$ cat config.mk
export PLATFORM = sky130hd
export DESIGN_NAME = topology_sequencer_flat
export DESIGN_NICKNAME = d
export VERILOG_FILES = /design/src/rtl/topology_sequencer_if.sv /design/src/rtl/topology_sequencer.sv /design/src/flat_wrapper.sv
export SDC_FILE = /design/constraint.sdc
export NUM_CORES = 1
export LEC_CHECK = 0
export BUFFER_PORTS_ARGS = -buffer_cell sky130_fd_sc_hd__buf_4
export CAP_MARGIN = 20
export CORE_ASPECT_RATIO = 0.8
export CORE_MARGIN = 2
export CORE_UTILIZATION = 40
export DETAILED_ROUTE_END_ITERATION = 10
export PLACE_DENSITY = 0.65
export RECOVER_POWER = 50
export SLEW_MARGIN = 20
export SYNTH_ARGS = -nofsm -noshare
export SYNTH_HDL_FRONTEND = slang
export SYNTH_SLANG_ARGS = --single-unit
$ cat constraint.sdc
create_clock -name clk_i -period 2 [get_ports clk_i]
set_clock_uncertainty 0.2 [all_clocks]
set_input_delay 0 -clock clk_i [delete_from_list [all_inputs] [get_ports clk_i]]
set_output_delay 0 -clock clk_i [all_outputs]
set_load 0.05 [all_outputs]
$ cat src/rtl/topology_sequencer_if.sv
// Bus bundle between topology_sequencer, its topology BRAM and the layer engine.
interface topology_sequencer_if #(
  parameter int unsigned ADDR_LEN = 2,
  parameter int unsigned DATA_LEN = 16
);
  logic                start_i;
  logic                topo_ena_o;
  logic [ADDR_LEN-1:0] topo_addr_o;
  logic [DATA_LEN-1:0] topo_data_i;
  logic                layer_valid_o;
  logic                layer_ready_i;
  logic [ADDR_LEN-1:0] layer_idx_o;
  logic [DATA_LEN-1:0] in_count_o;
  logic [DATA_LEN-1:0] out_count_o;
  logic                busy_o;
  logic                done_o;
  logic                error_o;

  modport master (
    input  start_i, topo_data_i, layer_ready_i,
    output topo_ena_o, topo_addr_o, layer_valid_o, layer_idx_o,
           in_count_o, out_count_o, busy_o, done_o, error_o
  );

  modport slave (
    output start_i, topo_data_i, layer_ready_i,
    input  topo_ena_o, topo_addr_o, layer_valid_o, layer_idx_o,
           in_count_o, out_count_o, busy_o, done_o, error_o
  );
endinterface

$ cat src/rtl/topology_sequencer.sv
// Walks the topology BRAM table and emits one (idx, in, out) descriptor per layer.
// Optional table validation is enabled by defining TOPO_CHECK_EN.
module topology_sequencer #(
  parameter int unsigned ADDR_LEN = 2,
  parameter int unsigned DATA_LEN = 16
) (
  input logic                  clk_i,
  input logic                  reset_i,
  topology_sequencer_if.master bus
);

  typedef enum logic [2:0] {IDLE, REQ, CAP, ISSUE, DONE} state_t;

`ifdef TOPO_CHECK_EN
  localparam logic [DATA_LEN-1:0] MIN_L = DATA_LEN'(2);
  localparam logic [DATA_LEN-1:0] MAX_L = DATA_LEN'((1 << ADDR_LEN) - 1);
`endif

  state_t              state_q, state_d;
  logic [ADDR_LEN-1:0] w_q, w_d, k_q, k_d, len_q, len_d, addr_q, addr_d;
  logic [DATA_LEN-1:0] prev_q, prev_d, in_q, in_d, out_q, out_d;
  logic                err_q, err_d;
  logic                ena_q, ena_d, valid_q, valid_d, busy_q, busy_d, done_q, done_d;

  // State and every output register
  always_ff @(posedge clk_i) begin
    if (reset_i) begin
      state_q <= IDLE;
      w_q     <= '0;
      k_q     <= '0;
      len_q   <= '0;
      prev_q  <= '0;
      in_q    <= '0;
      out_q   <= '0;
      err_q   <= 1'b0;
      ena_q   <= 1'b0;
      addr_q  <= '0;
      valid_q <= 1'b0;
      busy_q  <= 1'b0;
      done_q  <= 1'b0;
    end else begin
      state_q <= state_d;
      w_q     <= w_d;
      k_q     <= k_d;
      len_q   <= len_d;
      prev_q  <= prev_d;
      in_q    <= in_d;
      out_q   <= out_d;
      err_q   <= err_d;
      ena_q   <= ena_d;
      addr_q  <= addr_d;
      valid_q <= valid_d;
      busy_q  <= busy_d;
      done_q  <= done_d;
    end
  end

  // Next state and table-walk datapath
  always_comb begin
    state_d = state_q;
    w_d     = w_q;
    k_d     = k_q;
    len_d   = len_q;
    prev_d  = prev_q;
    in_d    = in_q;
    out_d   = out_q;
    err_d   = err_q;
    unique case (state_q)
      IDLE: begin
        if (bus.start_i) begin
          w_d     = '0;
          k_d     = '0;
          err_d   = 1'b0;
          state_d = REQ;
        end
      end
      REQ: state_d = CAP;
      CAP: begin
        if (w_q == '0) begin
`ifdef TOPO_CHECK_EN
          if (bus.topo_data_i < MIN_L || bus.topo_data_i > MAX_L) begin
            err_d   = 1'b1;
            state_d = DONE;
          end else begin
            len_d   = bus.topo_data_i[ADDR_LEN-1:0];
            w_d     = ADDR_LEN'(1);
            state_d = REQ;
          end
`else
          // Out-of-range headers still terminate: mask, then floor at 2
          len_d   = (bus.topo_data_i[ADDR_LEN-1:0] < ADDR_LEN'(2)) ?
                    ADDR_LEN'(2) : bus.topo_data_i[ADDR_LEN-1:0];
          w_d     = ADDR_LEN'(1);
          state_d = REQ;
`endif
        end
`ifdef TOPO_CHECK_EN
        else if (bus.topo_data_i == '0) begin
          err_d   = 1'b1;
          state_d = DONE;
        end
`endif
        else if (w_q == ADDR_LEN'(1)) begin
          prev_d  = bus.topo_data_i;
          w_d     = ADDR_LEN'(2);
          state_d = REQ;
        end else begin
          out_d   = bus.topo_data_i;
          in_d    = prev_q;
          state_d = ISSUE;
        end
      end
      ISSUE: begin
        if (bus.layer_ready_i) begin
          prev_d  = out_q;
          k_d     = k_q + ADDR_LEN'(1);
          w_d     = w_q + ADDR_LEN'(1);
          state_d = (w_q == len_q) ? DONE : REQ;
        end
      end
      DONE:    state_d = IDLE;
      default: state_d = IDLE;
    endcase
  end

  // Registered-output next values, aligned with the state they belong to
  always_comb begin
    ena_d   = 1'b0;
    addr_d  = addr_q;
    valid_d = 1'b0;
    busy_d  = (state_d != IDLE);
    done_d  = (state_d == DONE);
    if (state_d == REQ) begin
      ena_d  = 1'b1;
      addr_d = w_d;
    end
    if (state_d == ISSUE) valid_d = 1'b1;
  end

  assign bus.topo_ena_o    = ena_q;
  assign bus.topo_addr_o   = addr_q;
  assign bus.layer_valid_o = valid_q;
  assign bus.layer_idx_o   = k_q;
  assign bus.in_count_o    = in_q;
  assign bus.out_count_o   = out_q;
  assign bus.busy_o        = busy_q;
  assign bus.done_o        = done_q;
  assign bus.error_o       = err_q;

endmodule

$ cat src/flat_wrapper.sv
// flat-port wrapper written by rule: the top's interface ports become plain ports
module topology_sequencer_flat 
#(
  parameter int unsigned ADDR_LEN = 2,
  parameter int unsigned DATA_LEN = 16
)
  (clk_i, reset_i, bus_start_i, bus_topo_data_i, bus_layer_ready_i, bus_topo_ena_o, bus_topo_addr_o, bus_layer_valid_o, bus_layer_idx_o, bus_in_count_o, bus_out_count_o, bus_busy_o, bus_done_o, bus_error_o);
  topology_sequencer_if #(.ADDR_LEN(ADDR_LEN), .DATA_LEN(DATA_LEN)) bus_i ();
  input logic clk_i;
  input logic reset_i;
  input wire logic [$bits(bus_i.start_i)-1:0] bus_start_i;
  input wire logic [$bits(bus_i.topo_data_i)-1:0] bus_topo_data_i;
  input wire logic [$bits(bus_i.layer_ready_i)-1:0] bus_layer_ready_i;
  output wire logic [$bits(bus_i.topo_ena_o)-1:0] bus_topo_ena_o;
  output wire logic [$bits(bus_i.topo_addr_o)-1:0] bus_topo_addr_o;
  output wire logic [$bits(bus_i.layer_valid_o)-1:0] bus_layer_valid_o;
  output wire logic [$bits(bus_i.layer_idx_o)-1:0] bus_layer_idx_o;
  output wire logic [$bits(bus_i.in_count_o)-1:0] bus_in_count_o;
  output wire logic [$bits(bus_i.out_count_o)-1:0] bus_out_count_o;
  output wire logic [$bits(bus_i.busy_o)-1:0] bus_busy_o;
  output wire logic [$bits(bus_i.done_o)-1:0] bus_done_o;
  output wire logic [$bits(bus_i.error_o)-1:0] bus_error_o;
  assign bus_i.start_i = bus_start_i;
  assign bus_i.topo_data_i = bus_topo_data_i;
  assign bus_i.layer_ready_i = bus_layer_ready_i;
  assign bus_topo_ena_o = bus_i.topo_ena_o;
  assign bus_topo_addr_o = bus_i.topo_addr_o;
  assign bus_layer_valid_o = bus_i.layer_valid_o;
  assign bus_layer_idx_o = bus_i.layer_idx_o;
  assign bus_in_count_o = bus_i.in_count_o;
  assign bus_out_count_o = bus_i.out_count_o;
  assign bus_busy_o = bus_i.busy_o;
  assign bus_done_o = bus_i.done_o;
  assign bus_error_o = bus_i.error_o;
  topology_sequencer #(.ADDR_LEN(ADDR_LEN), .DATA_LEN(DATA_LEN)) u_core (.clk_i(clk_i), .reset_i(reset_i), .bus(bus_i));
endmodule
==> metrics.csv, run 1 <==
metric,value,unit
status,"finished, violations left",
failing checks,negative setup slack,
H-tree Lvls,3,
vias in the first global route,2247,
critical path capture point type,flop,
Clock transition at path regs,0.07,ns
initial antenna violation count,0,
Max Fclk,495.7,MHz
max-cap violation count,0,
first-pass GRT wire length,10.83,mm
DR vias,2352,
routability cong.,0.8028,
Total Routing Usage GR,19.56,%
Cells after Synth,309,
Layout Cells excl Fill,484,
Synth Flop Type,dfxtp_1,
"area leader, netlist",dfxtp_1,
largest net degree at the start of global routing,35,
Syn. warnings,0,
share of the synthesized area in the top cell type,48.55,%
synth top area cells,"dfxtp_1 (49%), nand2_1 (15%), a311oi_2 (8.1%)",
Synth cell types,38,
Setup CP Type,reg2reg,
Critical Path Fanout Max,8,
"Avg Cell Area, Syn",8.406,um^2
slew margin rel.,59.27,%
"EDFF count, synth",0,
final setup margin,-0.01722,ns
Worst setup SP type,flop,
final-report hold violation count,0,
Nets,417,
Area growth syn-to-layout,37.86,%
RSZ-0062 raised after global routing,yes,
num rows,26,
met2 wire length,2.998,mm
Crit path arrival time,2.03,ns
ANT cells,0,
setup_tns,-0.1325,ns
Commonest cells post-synth,"nand2_1 (101), dfxtp_1 (63), a21oi_1 (35)",
wire length per cell,13.42,um
Clock Path Buffers,2,
CP Data Required Time,2.02,ns
Mapped Nets,331,
post-synthesis sequential area ratio,48.55,%
Root Driver,clkbuf_8,
core area,0.006344,mm^2
clk sink count,63,
static leakage,1.321,nW
IO Pins,61,
drt first pass iters,4,
HPWL after DPL,4.061,mm
total wire length,6.497,mm
Worst Tran Pin Value,0.6136,ns
drt initial violations,119,
die area,0.007158,mm^2
final setup fails,13,
CTS tree,yes,
Yosys reg bits,63,
Hold Path Class,reg2reg,
cell with the most instances after synthesis,nand2_1,
Inserted Clock Buffers,9,
"Slew Viols, Final",0,
uppermost routed layer,met4,
Initial Util,40.95,%
r2r setup slk,-0.02,ns
die extent in y,76.08,um
Final period util,100.9,%
post-place setup slack,-0.05245,ns
Final ANT Viol Nets,0,
mapped cell area,0.002597,mm^2
Placed Cells,442,
Layout Utilization,56.45,%
Worst VDD drop,0.4530,mV
DRC viols,0,
Async SR Flop Fraction,0,%
share of cells above drive strength 1,21.50,%
post-route minimum period,2.017,ns
chip width,94.10,um
wl on met1,3.115,mm
Via density,4.860,
met3 WL,314,um
clk_lat worst skew,0.34,ns
IO Port Bufs,59,
PwrDens,769.5,mW/mm^2
grt ovf,0,
-- path summary, 6_finish.rpt --
path | from | to | cells after the start
setup / recovery | u_core.w_q[0] | u_core.prev_q[13] | 8
hold / removal | u_core.prev_q[9] | u_core.bus.in_count_o[9] | 2
setup reg to reg | u_core.w_q[0] | u_core.prev_q[13] | 8
hold reg to reg | u_core.prev_q[9] | u_core.bus.in_count_o[9] | 2
-- cells in the final DEF, fill, tap and decap left out, types with 5 or more instances in the layout --
master	instances
dlygate4sd3_1	19
clkbuf_8	10
clkbuf_1	40
nand2_1	101
a311oi_2	14
buf_4	31
dfxtp_1	61
nor2_1	18
inv_1	5
a21oi_1	35
nor2_2	7
-- worst max-delay path, cell delays in order, from the launching register on --
cell and delay [ns]:
dfxtp_4 0.38, inv_4 0.04, ha_4 0.15, or3b_4 0.38
a211oi_4 0.25, buf_6 0.15, buf_6 0.13, buf_16 0.14
a311oi_2 0.09
-- sequential cells by signal (all words and copies together), names as in the netlist --
| name | count |
|---|---|
| u_core.bus.topo_addr_o | 2 |
| u_core.len_q | 2 |
| u_core.state_q | 3 |
| u_core.bus.out_count_o | 16 |
| u_core.bus.in_count_o | 16 |
| u_core.bus.topo_ena_o | 1 |
| u_core.bus.busy_o | 1 |
| u_core.bus.done_o | 1 |
| u_core.prev_q | 16 |
| u_core.bus.layer_valid_o | 1 |
| u_core.bus.layer_idx_o | 2 |
| u_core.w_q | 2 |
-- through the flow --
step / cell area (um^2) / hold slack, ns / power, mW
finish: 3581 / 0.2537 / 2.755
global route: 3581 / 0.2677 / 2.871
CTS: 3746 / 0.2238 / 2.800
detailed placement: 3167 / 0.04885 / 1.538
global placement: 3167 / 0.03427 / 1.535
floorplan: 2601 / -0.08297 / 1.456
-- report_power, final --
part / switching (mW) / internal (mW) / total (mW)
clock network: 0.480 / 0.731 / 1.21
logic: 0.140 / 0.111 / 0.251
registers: 0.0192 / 1.27 / 1.29
total: 0.640 / 2.12 / 2.76
-- what timing repair did --
action	in CTS	in global routing
pin swaps	8	8
hold endpoints to repair	51	0
buffers inserted	4	1
resized for setup	20	2
cloned	3	0
hold buffers	19	0
setup endpoints to repair	16	16
-- cells by family after synthesis --
group	Yosys count	synth area share (%)
and+or+nand+nor	143	22.54
AOI/OAI and AO/OA	63	19.61
DFF	63	48.55
buffers and inverters	30	5.539
muxes	4	1.638
xor gates and xnor gates	3	1.012
adders and majority gates	2	0.9632
other	1	0.1444
-- routing by layer --
| layer | vias up | global-route usage (%) |
|---|---|---|
| met3 | 6 | 7.221 |
| met1 | 1092 | 24.81 |
| met5 | - | 0 |
| li1 | 1208 | - |
| met4 | 0 | 5.652 |
| met2 | 46 | 31.14 |
-- area by class of cell --
| class | instances | area (um^2) |
|---|---|---|
| inverters | 7 | 31.28 |
| multi-input cells | 216 | 1235 |
| clock inverters | 6 | 83.83 |
| flip-flops and latches | 63 | 1266 |
| clock buffers | 10 | 137.6 |
| fillers | 610 | 2763 |
| well taps | 84 | 105.1 |
| repair buffers | 98 | 721.9 |
Note: power is estimated with default switching activity, not from simulation.
==> inputs of run 2 (changes only) <==
--- a/config.mk
+++ b/config.mk
@@ -8,7 +8,7 @@
 export BUFFER_PORTS_ARGS = -buffer_cell sky130_fd_sc_hd__buf_4
 export CAP_MARGIN = 20
 export CORE_ASPECT_RATIO = 0.8
-export CORE_MARGIN = 2
+export CORE_MARGIN = 1.5
 export CORE_UTILIZATION = 40
 export DETAILED_ROUTE_END_ITERATION = 10
 export PLACE_DENSITY = 0.65
==> metrics.csv, run 2 (same netlist as run 1, synthesis figures left out) <==
metric,value,unit
status,completed,
Inserted Clock Buffers,9,
final setup fails,0,
post-place setup slack,-0.04795,ns
ANT cells,0,
drt first pass iters,4,
Clock transition at path regs,0.07,ns
die area,0.006989,mm^2
max-cap violation count,0,
initial antenna violation count,0,
IO Port Bufs,59,
reg2reg path depth,8,
DRC viols,0,
Total Routing Usage GR,19.03,%
PwrDens,741.6,mW/mm^2
die extent in y,75.08,um
num rows,26,
"Slew Viols, Final",0,
IO Pins,61,
Hold Path Class,in2reg,
Tot Pwr,2.622,mW
H-tree Lvls,3,
static leakage,1.289,nW
CTS tree,yes,
Final ANT Viol Nets,0,
"commonest non-fill, non-tap cells in the layout","nand2_1 (101), dfxtp_1 (61), clkbuf_1 (41)",
share of cells above drive strength 1,21.36,%
fillers,631,
Root Driver,clkbuf_8,
Max Fclk,500.2,MHz
clk sink count,63,
Nets,415,
drt initial violations,141,
DR vias,2386,
Layout Cells excl Fill,482,
Worst Tran Pin Value,0.6419,ns
wire length per cell,13.13,um
Layout Utilization,55.74,%
vias in the first global route,2127,
Initial Util,40.95,%
HPWL after DPL,3.940,mm
hold depth,3,
total wire length,6.327,mm
clk_lat worst skew,0.35,ns
grt ovf,0,
Via density,4.950,
core area,0.006344,mm^2
final-report hold violation count,0,
Setup CP Type,reg2reg,
Worst VDD drop,0.3936,mV
final setup margin,0.0007507,ns
slew margin rel.,57.39,%
r2r setup slk,0.0008,ns
chip width,93.10,um
largest net degree at the start of global routing,40,
Clock Path Buffers,2,
routability cong.,0.8000,
first-pass GRT wire length,10.05,mm
Placed Cells,440,
Critical Path Fanout Max,8,
Area growth syn-to-layout,36.13,%
CP Data Required Time,2.07,ns
RSZ-0062 raised after global routing,yes,
Worst setup SP type,flop,
Crit path arrival time,2.07,ns
"most common cell after layout, fill and taps aside",nand2_1,
post-route minimum period,1.999,ns
critical path capture point type,flop,
Final period util,99.96,%
==> run 2: area by class of cell <==
class / count / area [um^2] / area share (%)
Clock buffer: 10 / 127.6 / 3.609
Clock inverter: 6 / 61.31 / 1.734
Timing Repair Buffer: 96 / 671.9 / 19.00
Inverter: 7 / 31.28 / 0.8846
Multi-Input combinational cell: 216 / 1272 / 35.99
Sequential cell: 63 / 1266 / 35.81
Tap cell: 84 / 105.1 / 2.972
==> run 2: worst paths after layout <==
kind,to,from
max reg2reg,u_core.prev_q[7],u_core.w_q[0]
min,u_core.bus.layer_idx_o[0],bus_start_i
min reg2reg,u_core.bus.in_count_o[4],u_core.bus.in_count_o[4]
max,u_core.prev_q[7],u_core.w_q[0]
==> run 2: per-stage QoR <==
stage	area (um^2)	setup TNS, ns	hold slack [ns]
3_3_place_gp	3139	0	0.03694
4_1_cts	3557	-0.5688	0.2081
2_1_floorplan	2601	0	-0.08297
5_1_grt	3536	-0.5444	0.2375
3_5_place_dp	3139	-0.4468	0.03894
6_report	3536	0	0.2385
==> run 2: layer usage <==
| layer | share of wire, % | vias to the layer above | routed length (um) | GRT usage [%] |
|---|---|---|---|---|
| met2 | 46 | 45 | 2888 | 30.01 |
| met3 | 3.9 | 11 | 249 | 5.354 |
| met1 | 48 | 1131 | 3059 | 24.02 |
| met4 | 2.0 | 0 | 129 | 10.10 |
| met5 | 0 | - | 0 | 0 |
| li1 | - | 1199 | - | - |
==> run 2: critical path, stage by stage, from the launching register on <==
cell and delay, ns:
dfxtp_4 0.39, inv_4 0.04, ha_4 0.14, or3b_4 0.39
a211oi_4 0.23, buf_6 0.15, clkbuf_16 0.16, nor2_1 0.05
a311oi_2 0.17
==> run 2: what timing repair did <==
item                       in CTS  in global routing
setup endpoints to repair      16                 16
buffers inserted                1                  5
pin swaps                       1                 19
hold buffers                   19                  0
gates cloned                    1                  1
hold endpoints to repair       53                  0
resized for setup               3                 24
==> run 2: power breakdown <==
part	internal [mW]	switching, mW	leakage, nW	total [mW]
sequential	1.27	0.0188	0.510	1.29
clock	0.570	0.508	0.0960	1.08
combinational	0.110	0.142	0.683	0.252
==> inputs of run 3 (changes only) <==
--- a/config.mk
+++ b/config.mk
@@ -13,6 +13,7 @@
 export DETAILED_ROUTE_END_ITERATION = 10
 export PLACE_DENSITY = 0.65
 export RECOVER_POWER = 50
+export REMOVE_ABC_BUFFERS = 1
 export SLEW_MARGIN = 20
 export SYNTH_ARGS = -nofsm -noshare
 export SYNTH_HDL_FRONTEND = slang
==> metrics.csv, run 3 (same netlist as run 1, synthesis figures left out) <==
metric,value,unit
num rows,26,
Via density,4.844,
RSZ-0062 raised after global routing,yes,
hold path start,bus_start_i,
dpl cell area,0.003176,mm^2
PwrDens,740.4,mW/mm^2
CP top delay family,compound AO/OA/AOI/OAI gates,
"most common cell after layout, fill and taps aside",nand2_1,
status,"finished, violations left",
final-report hold violation count,0,
wire length per cell,12.92,um
"Slew Viols, Final",0,
r2r setup slk,-0.04,ns
HPWL after DPL,3.894,mm
setup_tns,-0.2044,ns
Final ANT Viol Nets,0,
clk_lat worst skew,0.35,ns
Inserted Clock Buffers,9,
largest net degree at the start of global routing,33,
R2R Path End,u_core.prev_q[1],
Initial Util,40.95,%
chip width,93.10,um
H-tree Lvls,3,
hold depth,3,
IO Port Bufs,59,
Finished Cell Area,0.003590,mm^2
static leakage,1.337,nW
Root Driver,clkbuf_8,
slew margin rel.,59.11,%
core area,0.006344,mm^2
die extent in y,75.08,um
Worst setup SP type,flop,
"commonest non-fill, non-tap cells in the layout","nand2_1 (101), dfxtp_1 (61), buf_4 (41)",
final setup margin,-0.03776,ns
Final period util,101.9,%
drt first pass iters,4,
DRC viols,0,
Worst VDD drop,0.4959,mV
IO Pins,61,
vias in the first global route,2121,
Nets,427,
grt ovf,0,
Hold Path Class,in2reg,
Setup CP Type,reg2reg,
post-route minimum period,2.038,ns
first-pass GRT wire length,10.30,mm
total wire length,6.383,mm
Max Fclk,490.7,MHz
Layout Utilization,56.59,%
Critical Path Fanout Max,5,
Worst Tran Pin Value,0.6160,ns
Total Routing Usage GR,19.28,%
Area growth syn-to-layout,38.20,%
Clock Path Buffers,2,
reg2reg path depth,8,
CP peak stage delay,0.38,ns
fillers,638,
CP Data Required Time,2.06,ns
critical path capture point type,flop,
ANT cells,0,
max-cap violation count,0,
crit path max-delay cell type,dfxtp_4,
failing checks,negative setup slack,
die area,0.006989,mm^2
Hold EP,u_core.bus.layer_idx_o[0],
crit-path cells,"inv_4, ha_4, or3b_4, a211oi_4, buf_6, buf_6, nor2_4, a311oi_2",
CTS tree,yes,
Tot Pwr,2.658,mW
share of cells above drive strength 1,23.41,%
Crit path arrival time,2.10,ns
clk sink count,63,
Clock transition at path regs,0.07,ns
CP Buf/Inv Count,3,
"most used cell, CP",buf_6,
cell count along the critical path,8,
DR vias,2393,
worst r2r src,u_core.w_q[0],
routability cong.,0.7664,
initial antenna violation count,0,
final setup fails,9,
drt initial violations,113,
==> run 3: changes by cell type in the layout (fill, tap and decap cells not counted), sizes merged <==
cell,change
clkinvlp,+1
buf,+13
clkinv,-1
clkbuf,-1
==> run 3: final cells by class <==
cell class,count,area [um^2],area share [%]
inverters,7,31.28,0.8714
multi-input cells,216,1242,34.61
clock inverters,6,60.06,1.673
clock buffers,10,137.6,3.834
repair buffers,108,747.0,20.81
well taps,84,105.1,2.928
flip-flops and latches,63,1266,35.27
==> run 3: per-layer routing <==
metal  GRT usage (%)  wire length (um)  vias up
li1                -                 -     1227
met2           29.12              2821       63
met3           6.667               404        5
met5               0                 0        -
met4           5.556                48        0
met1           26.27              3108     1098
==> run 3: how the worst max path moves through the flow <==
stage | startpoint | end | slack, ns
2_1_floorplan | u_core.w_q[0] | u_core.prev_q[10] | -0.64
3_3_place_gp | u_core.w_q[0] | u_core.prev_q[7] | -0.05
3_5_place_dp | u_core.w_q[0] | u_core.prev_q[13] | -0.12
4_1_cts | u_core.w_q[0] | u_core.prev_q[15] | -0.04
5_1_grt | u_core.w_q[0] | u_core.prev_q[1] | -0.15
6_report | u_core.w_q[0] | u_core.prev_q[1] | -0.04
==> run 3: worst min-delay path, stage by stage <==
cell	delay, ns
dlygate4sd3_1	0.52
buf_4	0.12
a311oi_1	0.09
==> run 3: power breakdown <==
group	switching, mW	leakage (nW)	total (mW)	internal [mW]
sequential	0.0143	0.510	1.29	1.27
clock	0.506	0.0981	1.11	0.602
combinational	0.147	0.729	0.262	0.115
total	0.667	1.34	2.66	1.99
==> run 3: timing repair <==
| item | in CTS | in global routing |
|---|---|---|
| hold buffers | 19 | 0 |
| buffers inserted | 9 | 1 |
| hold endpoints to repair | 49 | 0 |
| resized for setup | 16 | 13 |
| setup endpoints to repair | 16 | 16 |
| pin swaps | 10 | 10 |
| cloned | 2 | 0 |
==> run 3: per-stage QoR <==
step / hold slack, ns / std cells / setup WS, ns
finish: 0.2436 / 494 / -0.03776
global route: 0.2514 / 494 / -0.1519
CTS: 0.2288 / 493 / -0.03714
detailed placement: 0.05490 / 447 / -0.1189
global placement: 0.04021 / 447 / -0.05269
floorplan: -0.1321 / 286 / -0.6403
